## config.mk

```make
export PLATFORM = sky130hd
export DESIGN_NAME = mem_arbiter
export DESIGN_NICKNAME = d
export VERILOG_FILES = /design/src/rtl/mem_arbiter.sv
export SDC_FILE = /design/constraint.sdc
export NUM_CORES = 1
export LEC_CHECK = 0
export BUFFER_PORTS_ARGS = -buffer_cell sky130_fd_sc_hd__buf_2
export CORE_AREA = 2 2 107 109
export CTS_CLUSTER_DIAMETER = 200
export DETAILED_ROUTE_END_ITERATION = 10
export DIE_AREA = 0 0 109 111
export PLACE_DENSITY = 0.65
export SLEW_MARGIN = 15
export SYNTH_ARGS = -nofsm -noshare
export SYNTH_HDL_FRONTEND = slang
export SYNTH_SLANG_ARGS = --single-unit
```

## constraint.sdc

```tcl
create_clock -name clk -period 2 [get_ports clk]
set_input_delay 0.3 -clock clk [delete_from_list [all_inputs] [get_ports clk]]
set_output_delay 0.3 -clock clk [all_outputs]
set_load 0.01 [all_outputs]
```

## src/rtl/mem_arbiter.sv

```systemverilog
// Shares one memory bus port between fetch (IF) and load/store (MEM); one transaction in flight, round-robin on ties.
// Latency: accept->notify >= 2 cycles; bus_req_o held until bus_gnt_i, requesters held via valid until notify.
module mem_arbiter #(
  parameter int ADDR_W = 32,
  parameter int DATA_W = 32
) (
  input  logic                clk,
  input  logic                rst_i,
  input  logic                if_valid_i,
  input  logic [ADDR_W-1:0]   if_addr_i,
  output logic                if_notify_o,
  output logic [DATA_W-1:0]   if_rdata_o,
  input  logic                mem_valid_i,
  input  logic                mem_we_i,
  input  logic [DATA_W/8-1:0] mem_be_i,
  input  logic [ADDR_W-1:0]   mem_addr_i,
  input  logic [DATA_W-1:0]   mem_wdata_i,
  output logic                mem_notify_o,
  output logic [DATA_W-1:0]   mem_rdata_o,
  input  logic                flush_i,
  output logic                bus_req_o,
  output logic                bus_we_o,
  output logic [DATA_W/8-1:0] bus_be_o,
  output logic [ADDR_W-1:0]   bus_addr_o,
  output logic [DATA_W-1:0]   bus_wdata_o,
  input  logic                bus_gnt_i,
  input  logic                bus_rvalid_i,
  input  logic [DATA_W-1:0]   bus_rdata_i
);

  localparam int BE_W = DATA_W / 8;
  localparam logic OWN_IF  = 1'b0;
  localparam logic OWN_MEM = 1'b1;

  typedef enum logic [1:0] {IDLE, REQ, WAIT} state_t;

  typedef struct packed {
    logic              we;
    logic [BE_W-1:0]   be;
    logic [ADDR_W-1:0] addr;
    logic [DATA_W-1:0] wdata;
  } req_t;

  state_t state_q, state_d;
  req_t   req_q, req_d;
  logic   owner_q, owner_d;
  logic   last_q, last_d;
  logic   drop_q, drop_d;
  logic   if_eff;
  logic   pick_mem;

  always_ff @(posedge clk) begin
    if (rst_i) begin
      state_q <= IDLE;
      req_q   <= '0;
      owner_q <= OWN_IF;
      last_q  <= OWN_IF;
      drop_q  <= 1'b0;
    end else begin
      state_q <= state_d;
      req_q   <= req_d;
      owner_q <= owner_d;
      last_q  <= last_d;
      drop_q  <= drop_d;
    end
  end

  always_comb begin
    state_d      = state_q;
    req_d        = req_q;
    owner_d      = owner_q;
    last_d       = last_q;
    drop_d       = drop_q;
    if_notify_o  = 1'b0;
    mem_notify_o = 1'b0;
    // A redirect in the arbitration cycle makes the fetch request stale
    if_eff       = if_valid_i && !flush_i;
    pick_mem     = mem_valid_i && (!if_eff || (last_q == OWN_IF));

    case (state_q)
      IDLE: begin
        drop_d = 1'b0;
        if (pick_mem) begin
          owner_d     = OWN_MEM;
          last_d      = OWN_MEM;
          req_d.we    = mem_we_i;
          req_d.be    = mem_be_i;
          req_d.addr  = mem_addr_i;
          req_d.wdata = mem_wdata_i;
          state_d     = REQ;
        end else if (if_eff) begin
          owner_d     = OWN_IF;
          last_d      = OWN_IF;
          req_d.we    = 1'b0;
          req_d.be    = '1;
          req_d.addr  = if_addr_i;
          req_d.wdata = '0;
          state_d     = REQ;
        end
      end
      REQ: begin
        if (flush_i && (owner_q == OWN_IF)) drop_d = 1'b1;
        if (bus_gnt_i) state_d = WAIT;
      end
      WAIT: begin
        if (flush_i && (owner_q == OWN_IF)) drop_d = 1'b1;
        if (bus_rvalid_i) begin
          state_d = IDLE;
          drop_d  = 1'b0;
          if (owner_q == OWN_MEM) mem_notify_o = 1'b1;
          else if (!drop_q && !flush_i) if_notify_o = 1'b1;
        end
      end
      default: state_d = IDLE;
    endcase
  end

  assign bus_req_o   = (state_q == REQ);
  assign bus_we_o    = req_q.we;
  assign bus_be_o    = req_q.be;
  assign bus_addr_o  = req_q.addr;
  assign bus_wdata_o = req_q.wdata;
  assign if_rdata_o  = bus_rdata_i;
  assign mem_rdata_o = bus_rdata_i;

endmodule

```

# Word-level counts from Yosys, hierarchy flattened
# Cells that the tools add are included.
[classes]
n_addsub = 0
multipliers = 0
n_div = 0
n_lt_le_gt_ge = 0
n_eq_ne = 5
shift = 0
muxes = 19
bitwise = 1
n_reduce_logical = 13
[op_table]
columns = ["op", "count"]
rows = [
  ["two-way mux 69 bit", 2],
  ["two-way mux 1 bit", 11],
  ["two-way mux 2 bit", 4],
  ["case mux 2 bit (3 select lines)", 1],
  ["logical AND 1 bit", 4],
  ["zero test 1 bit", 3],
  ["inequality test 3 bit, second input constant", 1],
  ["case mux 1 bit (3 select lines)", 1],
  ["AND reduction 3 bit", 1],
  ["nonzero test 3 bit", 1],
  ["equality test 2 x 1 -> 1 bit, second input constant", 1],
  ["equality test 2 bit, second input constant", 1],
  ["zero test 2 bit", 1],
  ["inequality test 2 x 1 -> 1 bit, second input constant", 1],
  ["inequality test 2 bit, second input constant", 1],
  ["AND reduction 2 bit", 1],
  ["nonzero test 2 bit", 1],
  ["logical OR 1 bit", 1],
  ["NOT 1 bit", 1],
]
[totals]
regBits = 73
latchBits = 0
ram_bits = 0
romBits = 0
output_inout_bits = 136
memories = 0

# Depth between registers and ports, before layout
[depth]
depth_word = 7
mapped_depth = 6
depth_no_buf = 6

# Least setup slack after synthesis
# No wires, ideal clock.
[synth_timing]
path_kind = "flip-flop to flip-flop"
start = "reg state_q[0]"
end = "reg state_q[0]"
setup_ns = 0.114
t_arrival_ns = 1.342
t_required_ns = 1.886
path_slack_ns = 0.543
stages_incl_launch_ff = 7
path_cell_list = "dfxtp_1 inv_1 ha_1 nor2b_1 a211oi_1 mux2i_1 nor2_1"
[synth_between]
elab_chain_len = 3
[synth_rtl]
columns = ["element", "line", "source"]
rows = [
  ["start: declaration", "44", "state_t state_q, state_d;"],
  ["start signal: assignment", "60", "state_q <= state_d;"],
  ["equality test 2 bit (tied with other cells)", "80", "case (state_q)"],
  ["inequality test 2 bit (no line) (tied with other cells)", "--", ""],
  ["AND reduction 3 bit (no line)", "--", ""],
]
# Several ways; a longest one is shown, not always the timed one.
# A chain may end at the register's enable or synchronous reset.

# Worst setup path after layout
[layout_timing]
start = "reg state_q[0]"
end = "out if_notify_o"
[layout_between]
elab_chain_len = 2
[layout_rtl]
columns = ["element", "line", "source"]
rows = [
  ["equality test 2 bit", "80", ""],
  ["two-way mux 1 bit", "80", ""],
  ["end: declaration", "11", "output logic if_notify_o,"],
]
# No other way between the ends.

==> results.py <==
metrics = {
    "outcome": {
        "status": "finished clean",
    },
    "critical_path": {
        "end_kind": "output pin",
        "critical-path-top-delay-family": "flip-flops",
        "crit_path_cell_trace": "inv_1 -> ha_1 -> nand2_1 -> nor4_1 -> buf_2",
        "ff2ff_path_depth": 6,
        "crit_type": "flop to output pin",
        "crit_path_max_incr_delay_ns": 0.34,
        "slowest_stage": "dfxtp_1",
        "crit_arrival_ns": 1.46,
        "cp.depth": 5,
        "critPathRequiredTime_ns": 1.70,
        "critPathLaunchType": "flop",
        "critPathBufInv": 2,
        "critPathMaxFanout": 4,
    },
    "clocking": {
        "clkTransAtPathRegs_ns": 0.06,
        "cts_setup_buffers": 0,
        "numCtsBuffers": 9,
        "hold_buffers": 0,
        "clock_sinks": 73,
        "clockBufferDepth": 2,
        "clock-root-buffer": "clkbuf_16",
        "cts-resized-gates": 0,
        "clock_latency_ns": 0.33,
        "tritoncts": "done",
        "cts_max_level": 3,
    },
    "timing": {
        "max_slew_margin_pct": 75.0,
        "period_share_pct": 88.2,
        "timing.hold.ws_ns": 0.187,
        "setup_viol": 0,
        "fin_skew_ns": 0.00521,
        "final_max_slew_viol_count": 0,
        "min_period_ns": 1.76,
        "hold_viol": 0,
        "tightestPinTransition_ns": 0.375,
        "max_freq_ghz": 0.567,
        "rsz0062_at_grt": "no",
        "tns_ns": 0,
    },
    "floorplanning": {
        "design.die.area_um2": 12100,
        "floorplan.rows": 39,
        "core_um2": 11100,
        "io_pins": 276,
        "initial_core_util_pct": 29.7,
        "dieHeight_um": 111,
        "die_x_um": 109,
    },
    "detailed_routing": {
        "wl_per_cell_um": 14.6,
        "drtPass1Iterations": 4,
        "vias": 2903,
        "wirelength_um": 9120,
        "drt_iter0_drc": 191,
        "antenna_left": 0,
        "viasPerCell": 4.66,
        "drc": 0,
    },
    "layout": {
        "drive_above_1_share_pct": 43.1,
        "regArea_um2": 1460,
        "multi_input_area_um2": 1170,
        "fill_cells": 1128,
        "nets": 620,
        "n_antenna_cell": 0,
        "area_growth_pct": 25.7,
    },
    "logic_synthesis": {
        "seq_area_frac_synth_pct": 44.4,
        "ys_ff_latch": 73,
        "synthCells": 364,
        "syn_area_um2": 3290,
        "ys_warn_count": 0,
        "synth_nets": 509,
        "avgSynthCellArea_um2": 9.04,
        "ys_types": 27,
    },
    "grt": {
        "antenna_found_initial": 0,
        "grt_max_degree": 40,
        "grt_pass1_wl_um": 13800,
        "grt.overflow.total": 0,
        "grt_pass1_vias": 2710,
        "grt_use_total_pct": 14.9,
    },
    "power": {
        "power_density_nw_per_um2": 1110,
        "leakage_nw": 2.05,
        "ir_drop_v": 0.000423,
    },
    "placed_design": {
        "gp_congestion": 0.777,
        "io_buffers": 179,
        "hpwl_um": 7000,
    },
    "min_path": {
        "whs_path_depth": 2,
        "hp-class": "primary input to flop",
    },
    "flow_run": {
        "max-cap-violations": 0,
    },
}
-- layout make-up --
class | count | area share, %
Sequential cell | 73 | 35.3
Multi-Input combinational cell | 196 | 28.2
Timing Repair Buffer | 188 | 23.3
Clock buffer | 11 | 6.11
Tap cell | 143 | 4.33
Clock inverter | 5 | 2.09
Inverter | 7 | 0.635
-- cells in the final DEF (no fill, tap or decap), types with 3 or more instances in the layout --
| master | instances |
|---|---|
| buf_4 | 9 |
| a22o_1 | 33 |
| nor2b_1 | 4 |
| a31oi_1 | 32 |
| a21oi_1 | 5 |
| clkbuf_16 | 9 |
| a211oi_1 | 3 |
| buf_2 | 179 |
| nand2_1 | 65 |
| dfxtp_1 | 73 |
| o221a_1 | 4 |
| inv_1 | 7 |
| ha_1 | 5 |
| o21ai_0 | 31 |
-- final timing paths --
check | from | end | slack (ns)
worst min register to register | bus_wdata_o[16] | bus_wdata_o[16] | 0.47
worst max register to register | state_q[0] | bus_addr_o[0] | 0.35
worst min-delay path | mem_wdata_i[27] | bus_wdata_o[27] | 0.19
worst max-delay path | state_q[0] | if_notify_o | 0.24
-- Yosys cell counts --
cell	count	area, um^2
a211oi_1	3	22.5
a21oi_1	5	25.0
a22o_1	33	289
a311oi_1	1	8.76
a31oi_1	32	200
a32o_1	1	10.0
and2_1	1	6.26
and4_4	1	11.3
buf_2	11	55.1
buf_4	70	526
buf_6	4	45.0
clkbuf_1	3	11.3
dfxtp_1	73	1460
ha_1	5	62.6
inv_1	7	26.3
mux2i_1	1	10.0
nand2_1	65	244
nand2b_1	1	6.26
nand3b_1	1	7.51
nor2_1	2	7.51
nor2_2	1	6.26
nor2b_1	4	25.0
nor4_1	1	6.26
o21a_2	1	8.76
o21ai_0	31	155
o21ai_1	2	10.0
o221a_1	4	45.0
-- report_power, final --
| part | internal, W | leakage [nW] | switching (W) |
|---|---|---|---|
| Combinational | 0.000451 | 1.28 | 0.000573 |
| Sequential | 0.00169 | 0.602 | 0.000119 |
| Clock | 0.00117 | 0.166 | 0.000603 |
-- through the flow --
stage	power (W)	setup WS (ns)	utilization (%)	area, um^2	std cells
floorplan	0.00258	0.543	-	3290	364
global placement	0.00285	0.425	34.3	3800	607
detailed placement	0.00287	0.375	34.3	3800	607
CTS	0.00468	0.212	37.3	4140	623
global route	0.00487	0.120	37.3	4140	623
finish	0.00460	0.236	37.3	4140	623
-- cells by family after synthesis --
logic type / synth area share (%)
flip-flops: 44.4
AND/OR/NAND/NOR: 9.73
AO/OA/AOI/OAI: 23.5
adder cells (fa/ha/maj): 1.90
multiplexers: 0.304
buffers and inverters: 20.1
-- per-layer routing --
layer / share of wire, % / track usage (%)
met1: 41 / 16.9
met2: 47 / 24.8
met3: 12 / 6.94
met4: 1.0 / 4.02
met5: 0 / 0
-- sequential cells by signal, indices dropped and copies added, names as in the netlist --
signal and flops:
bus_addr_o 32, bus_wdata_o 32, bus_be_o 4, state_q 2
bus_we_o 1, drop_q 1, last_q 1
Power figures use the tool's default switching activity.
